[src/rtl/rst_seq_ctrl.sv]
// Startup/recovery reset sequencer: waits for a stable PLL lock, then releases the
// receiver, tx-payload and tx-signal reset requests in a fixed staggered order.
module rst_seq_ctrl #(
  parameter int unsigned LOCK_STABLE_CYC = 64,
  parameter int unsigned GAP_CYC         = 16,
  parameter int unsigned CNT_W           = 8
) (
  input  logic       clk,
  input  logic       rst_n,
  input  logic       pll_locked_i,
  input  logic       soft_rst_i,
  output logic       rst_recv_o,
  output logic       rst_pld_o,
  output logic       rst_sig_o,
  output logic       seq_done_o,
  output logic [2:0] state_o,
  output logic [7:0] lock_lost_cnt_o
);

  localparam logic [2:0] StWaitLock = 3'd0;
  localparam logic [2:0] StRelRecv  = 3'd1;
  localparam logic [2:0] StRelPld   = 3'd2;
  localparam logic [2:0] StRelSig   = 3'd3;
  localparam logic [2:0] StRun      = 3'd4;
  localparam logic [2:0] StHold     = 3'd5;

  localparam logic [CNT_W-1:0] LockLast = CNT_W'(LOCK_STABLE_CYC - 1);
  localparam logic [CNT_W-1:0] GapLast  = CNT_W'(GAP_CYC - 1);

  logic             sync_q, lk_q;
  logic [2:0]       state_q, state_d;
  logic [CNT_W-1:0] cnt_q, cnt_d;
  logic [7:0]       lost_cnt_q, lost_cnt_d;
  logic             rst_recv_q, rst_recv_d;
  logic             rst_pld_q, rst_pld_d;
  logic             rst_sig_q, rst_sig_d;
  logic             done_q, done_d;
  logic             lost_evt;

  // Two-flop synchroniser for the asynchronous lock input.
  always_ff @(posedge clk or negedge rst_n) begin
    if (!rst_n) begin
      sync_q <= 1'b0;
      lk_q   <= 1'b0;
    end else begin
      sync_q <= pll_locked_i;
      lk_q   <= sync_q;
    end
  end

  always_comb begin
    state_d  = state_q;
    cnt_d    = cnt_q;
    lost_evt = 1'b0;
    unique case (state_q)
      StWaitLock: begin
        if (soft_rst_i) begin
          state_d = StHold;
          cnt_d   = '0;
        end else if (!lk_q) begin
          cnt_d = '0;
        end else if (cnt_q == LockLast) begin
          state_d = StRelRecv;
          cnt_d   = '0;
        end else begin
          cnt_d = cnt_q + 1'b1;
        end
      end
      StRelRecv, StRelPld, StRelSig: begin
        if (!lk_q) begin
          state_d  = StHold;
          cnt_d    = '0;
          lost_evt = 1'b1;
        end else if (soft_rst_i) begin
          state_d = StHold;
          cnt_d   = '0;
        end else if (cnt_q == GapLast) begin
          state_d = state_q + 3'd1;
          cnt_d   = '0;
        end else begin
          cnt_d = cnt_q + 1'b1;
        end
      end
      StRun: begin
        if (!lk_q) begin
          state_d  = StHold;
          cnt_d    = '0;
          lost_evt = 1'b1;
        end else if (soft_rst_i) begin
          state_d = StHold;
          cnt_d   = '0;
        end
      end
      StHold: begin
        if (cnt_q >= GapLast && !soft_rst_i) begin
          state_d = StWaitLock;
          cnt_d   = '0;
        end else if (cnt_q < GapLast) begin
          cnt_d = cnt_q + 1'b1;
        end
      end
      default: begin
        state_d = StHold;
        cnt_d   = '0;
      end
    endcase
  end

  always_comb begin
    lost_cnt_d = lost_cnt_q;
    if (lost_evt && lost_cnt_q != 8'hFF) begin
      lost_cnt_d = lost_cnt_q + 8'd1;
    end
  end

  // Outputs are decoded from the next state and registered alongside it, so they
  // change on the same edge as state_q and never glitch.
  always_comb begin
    rst_recv_d = 1'b1;
    rst_pld_d  = 1'b1;
    rst_sig_d  = 1'b1;
    done_d     = 1'b0;
    case (state_d)
      StRelRecv: rst_recv_d = 1'b0;
      StRelPld: begin
        rst_recv_d = 1'b0;
        rst_pld_d  = 1'b0;
      end
      StRelSig: begin
        rst_recv_d = 1'b0;
        rst_pld_d  = 1'b0;
        rst_sig_d  = 1'b0;
      end
      StRun: begin
        rst_recv_d = 1'b0;
        rst_pld_d  = 1'b0;
        rst_sig_d  = 1'b0;
        done_d     = 1'b1;
      end
      default: ;
    endcase
  end

  always_ff @(posedge clk or negedge rst_n) begin
    if (!rst_n) begin
      state_q    <= StWaitLock;
      cnt_q      <= '0;
      lost_cnt_q <= 8'd0;
      rst_recv_q <= 1'b1;
      rst_pld_q  <= 1'b1;
      rst_sig_q  <= 1'b1;
      done_q     <= 1'b0;
    end else begin
      state_q    <= state_d;
      cnt_q      <= cnt_d;
      lost_cnt_q <= lost_cnt_d;
      rst_recv_q <= rst_recv_d;
      rst_pld_q  <= rst_pld_d;
      rst_sig_q  <= rst_sig_d;
      done_q     <= done_d;
    end
  end

  assign rst_recv_o      = rst_recv_q;
  assign rst_pld_o       = rst_pld_q;
  assign rst_sig_o       = rst_sig_q;
  assign seq_done_o      = done_q;
  assign state_o         = state_q;
  assign lock_lost_cnt_o = lost_cnt_q;

endmodule

[config.mk]
export PLATFORM = sky130hd
export DESIGN_NAME = rst_seq_ctrl
export DESIGN_NICKNAME = d
export VERILOG_FILES = /design/src/rtl/rst_seq_ctrl.sv
export SDC_FILE = /design/constraint.sdc
export NUM_CORES = 1
export LEC_CHECK = 0
export ABC_AREA = 1
export ABC_CLOCK_PERIOD_IN_PS = 2800
export CAP_MARGIN = 10
export CORE_ASPECT_RATIO = 2
export CORE_UTILIZATION = 59
export CTS_CLUSTER_DIAMETER = 100
export DETAILED_ROUTE_END_ITERATION = 16
export HOLD_SLACK_MARGIN = 0.03
export PLACE_DENSITY_LB_ADDON = 0.3
export SKIP_CTS_REPAIR_TIMING = 1
export SLEW_MARGIN = 20
export SYNTH_ARGS = -nofsm -noshare
export SYNTH_HDL_FRONTEND = slang
export SYNTH_SLANG_ARGS = --single-unit
[constraint.sdc]
create_clock -name clk -period 2.8 [get_ports clk]
set_input_delay 0.28 -clock clk [delete_from_list [all_inputs] [get_ports clk]]
set_output_delay 0.28 -clock clk [all_outputs]
set_load 0.05 [all_outputs]
# == Word level (Yosys, flattened, before mapping) ==
# Index checks and enable logic that the tools add are counted.
# totals
ff_bits,25
latchBits,0
ramBits,0
rom_bits,0
input_bits,4
output_inout_bits,15
word_cells,65
mem_count,0
# op_classes
add_sub_neg,3
multipliers,0
div,0
magnitude_cmp,2
eq_ne,14
shift,0
mux,27
bitwise,0
n_reduce_logical,10
# ops
operator,n
$mux W8,10
$pmux W8 S4,1
$mux W3,9
$add A8 B1 Y8 const B,2
$eq A3 B2 Y1 const B,4
$pmux W3 S4,1
$eq A3 B3 Y1 const B,3
$eq A8 B4 Y1 const B,1
$eq A8 B6 Y1 const B,1
$ge A8 B4 Y1 const B,1
$lt A8 B4 Y1 const B,1
$ne A8 B8 Y1 const B,1
$reduce_or A4 Y1,2
$eq A3 B1 Y1 const B,2
$mux W1,6
$ne A3 B3 Y1 const B,2
$reduce_or A3 Y1,2
$add A3 B1 Y3 const B,1
$logic_not A3 Y1,1
$logic_and A1 B1 Y1,2
$reduce_and A2 Y1,1
$reduce_or A2 Y1,1
$logic_not A1 Y1,1

# == Logic depth before layout (Yosys ltp) ==
# depth
ltp_word,8
ltp_mapped,14

# == Least setup slack after synthesis ==
# No wires, ideal clock.
# synth_timing
path_kind,reg2reg
start,"register state_q[0], in the netlist state_o[0]"
end,"register lost_cnt_q[1], in the netlist lock_lost_cnt_o[1]"
setup_time_ns,0.125
arrival_time_ns,1.873
t_required_ns,2.675
setup_slack_ns,0.802
path_stages_with_launch,9
path_buffers,0
synth_period_minus_slack_ns,1.998
cell_sequence,dfrtp_1 inv_1 ha_1 nand2_1 nand2_1 nor2_2 nand2_1 nand3_2 mux2_2
# synth_between
elab_chain_len,4
elab_cells_between_ends,7
classes_between,4 x eq/ne; 1 x mux; 2 x reduce/logical
# synth_rtl
item,line_no,source
from (decl),31,"logic [2:0] state_q, state_d;"
from (signal assigned),146,state_q <= StWaitLock;
from (signal assigned),154,state_q <= state_d;
"$eq A3 B3 Y1, or another cell as far along",55,unique case (state_q)
$reduce_or A4 Y1 (no source line) (*),--,
$mux W1 (*),--,
$logic_and A1 B1 Y1 (*),111,if (lost_evt && lost_cnt_q != 8'hFF) begin
to (signal assigned),156,lost_cnt_q <= lost_cnt_d;
to (decl),33,"logic [7:0] lost_cnt_q, lost_cnt_d;"
# Every way passes the cells marked *; elsewhere a longest branch is shown, timed or not.
# A chain may end at the register's enable or synchronous reset.

# == Final worst setup path ==
# layout_timing
start,"register state_q[1], in the netlist state_o[1]"
end,output state_o[1]
# layout_rtl
item,line_no,source
to (decl),16,"output logic [2:0] state_o,"
# No word-level cell between the ends.

==> impl.org <==
** Setup path
- Data on the critical path is required at its endpoint by between 2 and 3 ns.
- Walking the worst path, the cells encountered are clkdlybuf4s50_1.
- Setup crit start kind :: flip-flop
- Among all stages on the critical path, the largest delay is contributed by sky130_fd_sc_hd__clkdlybuf4s50_1.
- In this run the worst path has a maximum fanout of 7.
- Startpoint-to-endpoint class of the critical path :: reg2out
- Launching element of the worst setup path :: state_o[1]
- Top delay family on crit path :: buffers and inverters
- The startpoint identified for the worst register-to-register timing path is state_o[1].
- Sort of element at the end of the critical path :: output port
- Longest individual stage delay on the worst path :: 0.86 ns
- Arrival time reported for the critical path endpoint :: 1.65 ns
- Together, buffers and inverters on the worst path number 1.

** Clocking
- No sink is reached through more buffers than the 2 on the longest clock path.
- TritonCTS Buffers :: 3
- The clock net in this run drives a total of 25 sinks.
- Clock tree from TritonCTS :: yes
- Clock-pin slew was measured on the worst setup and hold paths at about 0.09 ns.
- Clk Tree Root Cell :: sky130_fd_sc_hd__clkbuf_8
- CTS built an H-tree with a depth of 1.
- Worst-skew pair later-pin latency :: 0.27 ns

** Timing
- The number of hold-slack violations in the final timing report came to 0.
- Final worst-path setup slack :: 0.8652 ns
- Worst Hold Slack :: 0.3537 ns
- Worst max-slew margin expressed relative to the limit :: 66.04%
- Tmin final :: 1.935 ns
- Crit share post-route :: 69.10%
- Setup violations remaining at the end of the flow were counted as 0.
- The number of max-slew violations in the final report was 0.
- Based on the critical path, the design can be clocked at up to 516.9 MHz.
- RSZ-0062 raised after global routing :: false
- Sum Neg Setup Slack :: 0 ns
- Pin slew with the least headroom to its limit :: just over 0.5 ns
- For the final database, setup skew stands at 0.003898 ns.

** Logic synthesis
- Syn Inst Count :: 189
- In this run, synthesis produced a sequential element count of 25.
- By area, the combinational part of the netlist is dominated by simple AND/OR/NAND/NOR gates.
- Dividing the synthesized area by the synthesized cell count gives 8.321 um^2.
- Of the total synthesized cell area, the portion taken by AND, OR, NAND and NOR gates is 34.13%.
- Yosys mapped the design onto 30 distinct sky130hd cell types.
- Yosys warns :: 0
- Post-synthesis sequential area ratio :: 40.02%
- Area share of the leading cell type in the synthesized netlist :: about a third
- Top cells by area in the synthesized netlist :: sky130_fd_sc_hd__dfrtp_1 (35%), sky130_fd_sc_hd__nand2_1 (9.1%), sky130_fd_sc_hd__inv_1 (6.2%)
- The synthesized netlist devotes 5.569% of its cell area to adder and majority cells.
- Area leader, netlist :: sky130_fd_sc_hd__dfrtp_1
- Summing the areas of all compound-gate instances in the mapped netlist gives between 6 and 7% of the synthesized area.
- Of the post-synthesis cell area, the part taken by muxes is less than 1%.
- Synthesized net count :: 200
- Summing the areas of all xor and xnor instances in the mapped netlist gives 5.012% of the synthesized area.
- Cell area after technology mapping :: between 0.0015 and 0.002 mm^2

** Layout
- Measured on the finished design, the core utilization comes to 72.24%.
- The post-route netlist has 18.96% of its cells at a drive strength greater than 1.
- 0 antenna diodes ended up in the layout.
- Area added between synthesis and finish :: 16.55%
- Number of nets at the end of the flow :: 223

** Pwr
- Power spread over the standard cell area amounts to 925.8 mW/mm^2.
- Max IR drop VDD :: 0.0006526 V
- Overall power consumption after layout is estimated at 1.697 mW.
- Static leakage :: 0.9155 nW

** Floorplan
- The floorplan step set the die width to 38.51 um.
- Die ar. :: between 0.002 and 0.003 mm^2
- Site Rows :: 26
- 19 I/O pins were placed.
- Once the floorplan was initialized, standard cells occupied 61.98% of the core.
- Placeable core region :: ~0.0025 mm^2
- Die H :: 75.02 um

** Global route
- Entering global routing, the biggest net connects 26 pins.
- The first global-routing pass estimated 5720 um of wire.
- Via count of the first global-routing pass :: 1368
- For this run the aggregate overflow at the end of global routing stands at 0.
- Gr usage total :: 27.64%
- Antenna violations before repair :: 0

** Hold path
- Path class of the lowest-slack min-delay path :: reg2reg
- Start point of the worst min-delay path :: sync_q

** Route
- 1st-iter DRT viols :: 59
- First-pass iteration count of the detailed router :: 4
- Routed length per placed instance :: about 14 um
- Routed vias :: 1337
- Number of design rule violations left after detail routing :: 0
- Wires add up to about 3400 um.
- Post-DR vias/cell :: between 5 and 6
- Antenna viol nets, final :: 0

** Placement
- Worst Setup Slack post-DPL :: 0.9170 ns
- Final Wtd Congestion :: 0.9822
- The HPWL after detailed placement is between 2000 and 3000 um.
- Input and output buffers added on the ports amount to 18.

** Job
- Max-cap violations in this run came to 0.

** Outcome
- The run finished with clean final reports.
Yosys cell counts:
| cell type | n |
|---|---|
| sky130_fd_sc_hd__a21oi_2 | 1 |
| sky130_fd_sc_hd__xnor2_1 | 3 |
| sky130_fd_sc_hd__xor2_1 | 6 |
| sky130_fd_sc_hd__nor3_1 | 3 |
| sky130_fd_sc_hd__nand2_1 | 38 |
| sky130_fd_sc_hd__dfrtp_1 | 22 |
| sky130_fd_sc_hd__nor2_4 | 2 |
| sky130_fd_sc_hd__o21a_1 | 1 |
| sky130_fd_sc_hd__nor2_2 | 6 |
| sky130_fd_sc_hd__mux2_2 | 1 |
| sky130_fd_sc_hd__o21ai_1 | 2 |
| sky130_fd_sc_hd__ha_1 | 7 |
| sky130_fd_sc_hd__inv_1 | 26 |
| sky130_fd_sc_hd__inv_2 | 4 |
| sky130_fd_sc_hd__nand3_2 | 6 |
| sky130_fd_sc_hd__o211ai_2 | 1 |
| sky130_fd_sc_hd__nand2_4 | 1 |
| sky130_fd_sc_hd__nor2_1 | 9 |
| sky130_fd_sc_hd__dfstp_2 | 3 |
| sky130_fd_sc_hd__nand4_1 | 7 |
| sky130_fd_sc_hd__a22oi_1 | 1 |
| sky130_fd_sc_hd__o21ai_0 | 6 |
| sky130_fd_sc_hd__buf_4 | 1 |
| sky130_fd_sc_hd__nand3_1 | 12 |
| sky130_fd_sc_hd__o21bai_1 | 1 |
| sky130_fd_sc_hd__nor3_2 | 2 |
| sky130_fd_sc_hd__nand3b_1 | 3 |
| sky130_fd_sc_hd__a21oi_1 | 5 |
| sky130_fd_sc_hd__nand3_4 | 1 |
| sky130_fd_sc_hd__nand2_2 | 8 |
cell type report:
class                           count  area [um^2]
Clock buffer                        4        45.04
Fill cell                         193        704.4
Inverter                           30        112.6
Multi-Input combinational cell    133        823.3
Sequential cell                    25        629.4
Tap cell                           28        35.03
Timing Repair Buffer               19        187.7
routing by layer:
layer | up-vias | wire, um | global-route usage, %
met5 | - | 0 | 0
met4 | 0 | 141 | 15.33
met3 | 15 | 129 | 2.950
met2 | 39 | 1950 | 50.74
met1 | 632 | 1208 | 28.49
li1 | 651 | - | -
final timing paths:
check	depth (start not counted)	slack, ns	to
max reg2reg	10	0.88	cnt_q[3]
min reg2reg	0	0.35	lk_q
max	1	0.87	state_o[1]
min	0	0.35	lk_q
max in group asynchronous	2	2.15	rst_pld_o
min in group asynchronous	2	0.36	cnt_q[2]
metrics by stage:
step,instances,instance area [um^2]
after floorplan,189,1573
after global routing,239,1833
final,239,1833
after detailed placement,235,1788
after CTS,239,1833
after global placement,235,1788
cell families after synthesis:
kind of cell    Yosys count
simple gates             98
buf+inv                  31
flops                    25
compound gates           18
xor+xnor                  9
fa+ha+maj                 7
mux                       1
cells in the final DEF (no fill, tap or decap), types with 2 or more instances in the layout:
cell type                         instances
sky130_fd_sc_hd__nor2_4                   2
sky130_fd_sc_hd__nand3b_1                 3
sky130_fd_sc_hd__nand4_1                  7
sky130_fd_sc_hd__inv_2                    4
sky130_fd_sc_hd__nor2_1                   9
sky130_fd_sc_hd__inv_1                   26
sky130_fd_sc_hd__nand3_1                 12
sky130_fd_sc_hd__clkdlybuf4s50_1         18
sky130_fd_sc_hd__o21ai_0                  6
sky130_fd_sc_hd__nor3_2                   2
sky130_fd_sc_hd__nor2_2                   6
sky130_fd_sc_hd__o21ai_1                  2
sky130_fd_sc_hd__dfstp_2                  3
sky130_fd_sc_hd__xor2_1                   6
sky130_fd_sc_hd__nand2_1                 38
sky130_fd_sc_hd__clkbuf_8                 3
sky130_fd_sc_hd__xnor2_1                  3
sky130_fd_sc_hd__a21oi_1                  5
sky130_fd_sc_hd__nand2_2                  8
sky130_fd_sc_hd__ha_1                     7
sky130_fd_sc_hd__dfrtp_1                 22
sky130_fd_sc_hd__nor3_1                   3
sky130_fd_sc_hd__nand3_2                  6
flip-flops by register name (all words and copies together), names as in the netlist:
| name | count |
|---|---|
| state_o | 3 |
| seq_done_o | 1 |
| cnt_q | 8 |
| rst_sig_o | 1 |
| sync_q | 1 |
| lock_lost_cnt_o | 8 |
| rst_pld_o | 1 |
| rst_recv_o | 1 |
| lk_q | 1 |
power by group:
part           total [mW]  internal, mW  switching, mW
logic               0.936         0.310          0.626
registers           0.544         0.464         0.0805
clock network       0.217         0.102          0.115
(Power assumes the default switching activity.)
